## src/rtl/div_pkg.sv

```systemverilog
// div_pkg: shared default widths, FSM state encoding and divide-by-zero quotient for the shared divider
package div_pkg;
  localparam int DW_DEF = 8;
  localparam int VW_DEF = 4;
  typedef enum logic [1:0] {IDLE = 2'd0, RUN = 2'd1, DONE = 2'd2} state_t;
  localparam logic [63:0] DBZ_Q = '1;
endpackage

```

## src/rtl/div_restoring_core.sv

```systemverilog
// div_restoring_core: DW-step restoring divider; start loads dividend/divisor, done marks the last step, quotient/remainder are valid with done
module div_restoring_core import div_pkg::*; #(
  parameter int DW = DW_DEF,
  parameter int VW = VW_DEF
) (
  input  logic          clk,
  input  logic          rst_n,
  input  logic          start,
  input  logic [DW-1:0] dividend,
  input  logic [VW-1:0] divisor,
  output logic          done,
  output logic [DW-1:0] quotient,
  output logic [VW-1:0] remainder
);
  localparam int CW = $clog2(DW);
  localparam logic [CW-1:0] LAST = CW'(DW - 1);
  logic [DW-1:0] a, a_nx;
  logic [VW:0] r, r_nx, t;
  logic [VW-1:0] d;
  logic [CW-1:0] cnt;
  logic run, ge;
  assign t = {r[VW-1:0], a[DW-1]};
  assign ge = t >= {1'b0, d};
  assign r_nx = ge ? t - {1'b0, d} : t;
  assign a_nx = {a[DW-2:0], ge};
  assign done = run && cnt == LAST;
  assign quotient = a_nx;
  assign remainder = r_nx[VW-1:0];
  always_ff @(posedge clk or negedge rst_n)
    if (!rst_n) begin
      a <= '0;
      r <= '0;
      d <= '0;
      cnt <= '0;
      run <= 1'b0;
    end else if (start) begin
      a <= dividend;
      r <= '0;
      d <= divisor;
      cnt <= '0;
      run <= 1'b1;
    end else if (run) begin
      a <= a_nx;
      r <= r_nx;
      cnt <= cnt + 1'b1;
      run <= !done;
    end
endmodule

```

## src/rtl/div_share_arbiter.sv

```systemverilog
// div_share_arbiter: round-robin shares one restoring divider among NREQ requesters; req_* valid/ready in, rsp_* valid/ready out tagged with rsp_id, busy in RUN/DONE
module div_share_arbiter import div_pkg::*; #(
  parameter int NREQ = 4,
  parameter int DW = DW_DEF,
  parameter int VW = VW_DEF
) (
  input  logic                    clk,
  input  logic                    rst_n,
  input  logic [NREQ-1:0]         req_valid,
  output logic [NREQ-1:0]         req_ready,
  input  logic [NREQ*DW-1:0]      req_dividend,
  input  logic [NREQ*VW-1:0]      req_divisor,
  output logic                    rsp_valid,
  input  logic                    rsp_ready,
  output logic [$clog2(NREQ)-1:0] rsp_id,
  output logic [DW-1:0]           rsp_quotient,
  output logic [VW-1:0]           rsp_remainder,
  output logic                    rsp_div_by_zero,
  output logic                    busy
);
  localparam int IW = $clog2(NREQ);
  state_t st, st_nx;
  logic [IW-1:0] ptr, gnt, idx;
  logic gnt_ok, hs, zero, core_done;
  logic [DW-1:0] sel_a, core_q;
  logic [VW-1:0] sel_b, core_r;
  always_comb begin
    gnt = '0;
    gnt_ok = 1'b0;
    idx = '0;
    for (int k = NREQ - 1; k >= 0; k--) begin
      idx = IW'((int'(ptr) + k) % NREQ);
      if (req_valid[idx]) begin
        gnt = idx;
        gnt_ok = 1'b1;
      end
    end
  end
  assign sel_a = req_dividend[gnt*DW +: DW];
  assign sel_b = req_divisor[gnt*VW +: VW];
  assign zero = sel_b == '0;
  assign hs = rst_n && st == IDLE && gnt_ok;
  assign req_ready = hs ? NREQ'(1) << gnt : '0;
  assign rsp_valid = st == DONE;
  assign busy = st != IDLE;
  always_comb
    st_nx = st == IDLE ? (hs ? (zero ? DONE : RUN) : IDLE)
          : st == RUN  ? (core_done ? DONE : RUN)
          : (rsp_ready ? IDLE : DONE);
  always_ff @(posedge clk or negedge rst_n)
    if (!rst_n) begin
      st <= IDLE;
      ptr <= '0;
      rsp_id <= '0;
      rsp_quotient <= '0;
      rsp_remainder <= '0;
      rsp_div_by_zero <= 1'b0;
    end else begin
      st <= st_nx;
      if (hs) begin
        ptr <= gnt == IW'(NREQ - 1) ? '0 : gnt + 1'b1;
        rsp_id <= gnt;
      end
      if (hs && zero) begin
        rsp_quotient <= DBZ_Q[DW-1:0];
        rsp_remainder <= '0;
        rsp_div_by_zero <= 1'b1;
      end else if (core_done) begin
        rsp_quotient <= core_q;
        rsp_remainder <= core_r;
        rsp_div_by_zero <= 1'b0;
      end
    end
  div_restoring_core #(.DW(DW), .VW(VW)) u_core (
    .clk(clk),
    .rst_n(rst_n),
    .start(hs && !zero),
    .dividend(sel_a),
    .divisor(sel_b),
    .done(core_done),
    .quotient(core_q),
    .remainder(core_r)
  );
endmodule

```

## config.mk

```make
export PLATFORM = sky130hd
export DESIGN_NAME = div_share_arbiter
export DESIGN_NICKNAME = d
export VERILOG_FILES = /design/src/rtl/div_pkg.sv /design/src/rtl/div_restoring_core.sv /design/src/rtl/div_share_arbiter.sv
export SDC_FILE = /design/constraint.sdc
export NUM_CORES = 1
export LEC_CHECK = 0
export CORE_MARGIN = 4
export CORE_UTILIZATION = 45
export CTS_CLUSTER_DIAMETER = 200
export DETAILED_ROUTE_END_ITERATION = 8
export GPL_TIMING_DRIVEN = 1
export HOLD_SLACK_MARGIN = 0.08
export PLACE_DENSITY = 0.81
export RECOVER_POWER = 25
export SYNTH_ARGS = -nofsm -noshare
export SYNTH_HDL_FRONTEND = slang
export SYNTH_SLANG_ARGS = --single-unit
```

## constraint.sdc

```tcl
create_clock -name clk -period 4.1 [get_ports clk]
set_input_delay 1.23 -clock clk [delete_from_list [all_inputs] [get_ports clk]]
set_output_delay 1.23 -clock clk [all_outputs]
set_load 0.02 [all_outputs]
```

Word level (Yosys, flattened, before mapping) --
Index checks and enable logic that the tools add are counted. W data, S select, Z words.
Storage, ports and cells: register bits after elaboration 39, output and inout bits 21, logic and storage cells 80
Cells by class: add/subtract/negate cells 6, $lt $le $gt $ge 5, equal/unequal tests 4, shift-type cells 3, multiplexer cells 39, reduce and logical (&&, ||, !) cells 12
Operators by type and width (count):
- $mux W8 | 4
- $shiftx A32 B6 Y8 | 1
- $mux W4 | 6
- $mux W2 | 11
- $shiftx A16 B5 Y4 | 1
- $lt A2 B3 Y1 const B | 4
- $mux W1 | 12
- $bmux W1 S2 | 4
- $mux W3 | 2
- $reduce_bool A2 Y1 | 3
- $ge A5 B4 Y1 | 1
- $logic_and A1 B1 Y1 | 5
- $add A2 B1 Y2 const B | 2
- $add A2 B2 Y2 const B | 2
- $eq A2 B2 Y1 const B | 2
- $logic_not A4 Y1 | 1
- $shl A1 B2 Y4 const A | 1
- $sub A4 B4 Y4 | 1
- $add A3 B1 Y3 const B | 1
- $eq A3 B3 Y1 const B | 1
- $eq A2 B1 Y1 const B | 1
- $logic_not A1 Y1 | 2
- $logic_not A2 Y1 | 1

Logic depth before layout (Yosys ltp) --
depth after elaboration 12, depth in mapped cells 9, mapped depth without buffers 9

Cells and area by module --
From an unflattened synthesis, not the netlist that was laid out.
Unflattened totals: cell total of the unflattened synthesis 274, area, all modules 2616.3 um2
By module, submodules not included:
- div_share_arbiter | times used 1, cells each 150, area each 1378.8 um2, sequential area each 475.5 um2
- div_restoring_core | times used 1, cells each 124, area each 1237.4 um2, sequential area each 500.5 um2

Worst setup path after synthesis --
No wires, ideal clock.
kind input -> output, start point in req_valid[0], end point out req_ready[1], arrival time 2.687 ns, required time 2.870 ns, slack 0.183 ns, stages on the path 7, path buffers 2, cell sequence and2_4 > o21a_1 > nor3_4 > buf_2 > clkbuf_1 > ha_1 > and2_1
Between the ends: word-level cells in the longest chain between the ends 8
RTL lines:
- from (decl) | line div_share_arbiter.sv:9 | input logic [NREQ-1:0] req_valid,
- $bmux W1 S2 | line div_share_arbiter.sv:33 | if (req_valid[idx]) begin
- $mux W1 (implied by the code) | line div_share_arbiter.sv:33
- $mux W2 (3 in a row) | line div_share_arbiter.sv:33
- $mux W2 (*) | line div_share_arbiter.sv:33
- named net gnt[0] | line div_share_arbiter.sv:23 | logic [IW-1:0] ptr, gnt, idx;
- $shl A1 B2 Y4 (*) | line div_share_arbiter.sv:43 | assign req_ready = hs ? NREQ'(1) << gnt : '0;
- $mux W4 (*) | line div_share_arbiter.sv:43
- to (decl) | line div_share_arbiter.sv:10 | output logic [NREQ-1:0] req_ready,
The timed path passes the listed nets; every way through them passes the cells marked *. The select of a mux whose other input is x is not followed.

Worst setup path in the final report --
start point in req_valid[2], end point out req_ready[0]
Between the ends: word-level cells in the longest chain between the ends 8
RTL lines (line):
- $bmux W1 S2 | div_share_arbiter.sv:33
- $mux W1 (implied by the code) | div_share_arbiter.sv:33
- $mux W2 or $mux W1 (tied branches) (4 in a row) | div_share_arbiter.sv:33
- $shl A1 B2 Y4 or $logic_and A1 B1 Y1 (tied branches) | div_share_arbiter.sv:43, div_share_arbiter.sv:42
- $mux W4 (*) | div_share_arbiter.sv:43
Mark *: on every way between the ends. The rest lies on a longest branch, timed or not. The select of a mux whose other input is x is not followed.

==> metrics.txt <==
fmax 0.249 GHz; dpl hpwl 4660 microns; Gate Count Post-Synth 253; Worst setup EP type primary output; non-filler cells, final 413; data required time at the worst endpoint 2.87 ns; min cycle time layout 4.02 ns; CP max stage delay 0.53 ns; global-route wire length before repair 9650 microns; Wirelength per Cell 14.6 microns; Crit Path Max Fanout 5; Num CTS Buffers 5; grt peak-use layer met2; via count 2116; maximum number of pins on one net before global-route repair 41; status finished clean; share of layout cells above drive strength 1 14.9%; Die X 82.3 microns; 1st-iter DRT viols 96; setup violators final 0; Slew HR 41.4%; CORE AREA 0.00524 sq mm; R2R Setup Slk 1.42 ns; Total GRT Usage 18.9%; Yosys top cell by area dfrtp_1; H-Tree Depth 2; Synth area leaders dfrtp_1 (39%), mux2i_1 (14%), nand2_1 (5.9%), ha_1 (5.0%), mux2_2 (5.0%); max-slew violations 0; Worst Max-Slew Pin Slew 0.879 ns; CTS tree done; # nets final 408; Leakage 1.64 nW; Cell Chain, Critical Path clkdlybuf4s50_1 -> nand2b_1 -> o211a_4 -> nor2_8 -> inv_1 -> ha_1 -> and2_1 -> buf_2; Hold Fails Final Rpt 0; clock tree sinks 39; Die Y 82.3 microns; final wirelength 6040 microns; Max Cap Viol 0; design area 0.00352 sq mm; DRC violations left 0; GRT met3 Usage 6.83%; Initial Util 47.5%; vias in the first global route 2121; synthesized area 0.00249 sq mm; slowest stage cell, crit path clkdlybuf4s50_1; final cycle utilization of the critical path 98.1%; Port-buffer cells 75; Synth warnings 0; Clk pin slew, worst setup/hold paths 0.08 ns; RSZ-0062 raised after global routing false; antenna violations before repair 0; Fin Clk Skew 0.00634 ns; Filler cells 447; Area growth syn-to-layout 41.3%; full die area 0.00678 sq mm; Post-DP Area 0.00339 sq mm; Top delay family on crit path buffers and inverters; Critical Path Source Type input pin; Worst Path Buf+Inv 3; Cell variety after synth 46; Hold WC Path Type reg2reg; sequential-to-total area share from yosys stat 39.2%; WP data arrival 2.79 ns; dpl cells 402; antenna viol nets, final 0; gr ovfl total 0; Peak supply drop 297 uV; # IOs 76; clk_lat worst skew 0.29 ns; met2 Resource Use GR 30.0%; root buf cell clkbuf_8; hold_buf cts 0; Syn Nets 319; #FFs+latches synth 39; DRT Pass-1 Iters 4; share of the synthesized area in the top cell type 39.2%; pwr dens 710 mW/mm^2; Global Route met1 Usage 23.6%; Ant. Diodes 0; Avg Cell Area, Syn 9.83 sq um; num rows 26; vias per cell 5.12; CTS Buffer Depth 2; Crit Path Category in2out; gpl congestion 0.882
## cell usage in the layout (no fill, tap or decap), drive strengths merged, types with 2 or more instances in the layout
cell type / Yosys / layout
nand2: 39 / 39
xnor2: 2 / 2
o22ai: 3 / 3
ha: 10 / 10
and3: 4 / 4
a21boi: 2 / 2
clkbuf: 6 / 6
mux2i: 34 / 34
clkdlybuf4s50: 0 / 68
a21oi: 3 / 3
or2: 3 / 3
o211a: 4 / 4
o211ai: 2 / 2
buf: 6 / 23
and2: 7 / 7
nand4: 2 / 2
nand2b: 5 / 5
dfrtp: 39 / 39
inv: 13 / 13
nand3: 12 / 12
mux2: 12 / 12
o21ai: 16 / 16
clkinv: 0 / 2
a41oi: 2 / 2
nor2: 12 / 12
a211oi: 2 / 2
a21o: 2 / 2
## synthesized netlist by cell type (all sizes together)
cell type / count
dfrtp: 39
nand2: 39
mux2i: 34
o21ai: 16
inv: 13
mux2: 12
nand3: 12
nor2: 12
ha: 10
and2: 7
buf: 6
clkbuf: 6
nand2b: 5
and3: 4
o211a: 4
a21oi: 3
o22ai: 3
or2: 3
a211oi: 2
a21boi: 2
a21o: 2
a41oi: 2
nand4: 2
o211ai: 2
xnor2: 2
fa: 1
nand3b: 1
nand4bb: 1
nor2b: 1
nor3: 1
o21a: 1
o21bai: 1
o221ai: 1
o311a: 1
o311ai: 1
or3: 1
## cell type report
type                    instances  area, sq um  area share [%]
clock buffers                   5         68.8            1.96
clock inverters                 3         43.8            1.25
inverters                      13         48.8            1.39
multi-input cells             189         1410            40.1
flip-flops and latches         39          976            27.8
well taps                      70         87.6            2.49
repair buffers                 94          881            25.1
## through the flow
step / setup TNS [ns] / worst slack [ns] / total power [W] / util (%) / hold WS [ns]
after floorplan: 0 / 0.183 / 0.00169 / - / 0.476
after global placement: -1.36 / -0.359 / 0.00211 / 64.6 / 0.459
after detailed placement: -1.52 / -0.402 / 0.00216 / 64.6 / 0.465
after CTS: 0 / 0.0557 / 0.00251 / 66.8 / 0.485
after global routing: 0 / 0.00539 / 0.00270 / 67.1 / 0.519
final: 0 / 0.0781 / 0.00250 / 67.1 / 0.479
## final timing paths
path                                  from         endpoint  depth (start not counted)
hold / removal             rsp_div_by_zero  rsp_div_by_zero                          2
max in group asynchronous            rst_n    u_core.cnt[1]                          2
hold reg to reg            rsp_div_by_zero  rsp_div_by_zero                          2
min in group asynchronous            rst_n           ptr[1]                          2
setup / recovery              req_valid[2]     req_ready[0]                          8
setup reg to reg                    ptr[1]      u_core.a[6]                         10
## where the power goes
group | internal [W] | leakage (nW) | total [W] | switching, W
sequential | 0.000583 | 0.456 | 0.000746 | 0.000163
clock | 0.000181 | 0.0581 | 0.000317 | 0.000136
combinational | 0.000718 | 1.12 | 0.00143 | 0.000716
## logic make-up after synthesis
| family | after synthesis | synth area share (%) |
|---|---|---|
| buf+inv | 25 | 4.68 |
| fa+ha+maj | 11 | 5.84 |
| compound gates | 41 | 12.2 |
| simple gates | 89 | 18.1 |
| flops | 39 | 39.2 |
| mux | 46 | 19.3 |
| xor+xnor | 2 | 0.704 |
## layer usage
layer,up-vias,share of wire [%]
met3,8,6.8
met5,-,0
met4,0,1.9
li1,1063,-
met1,981,44
met2,64,48
## worst min-delay path: cells and delay by family, from the launching register on
family / cells / cell delay [ns]
AND/OR/NAND/NOR: 2 / 0.10
flip-flops: 1 / 0.35
## sequential cells by signal, indices dropped and copies added, names as in the netlist
name and count:
rsp_quotient 8, u_core.a 8, rsp_remainder 4, u_core.d 4, u_core.r 4, u_core.cnt 3
ptr 2, rsp_id 2, st 2, rsp_div_by_zero 1, u_core.run 1
## repair_timing
item / in CTS / in global routing
resized for setup: 19 / 1
setup buffers: 1 / 2
endpoints found under the setup margin: 4 / 2
pin swaps: 1 / 1
Power figures use the tool's default switching activity.
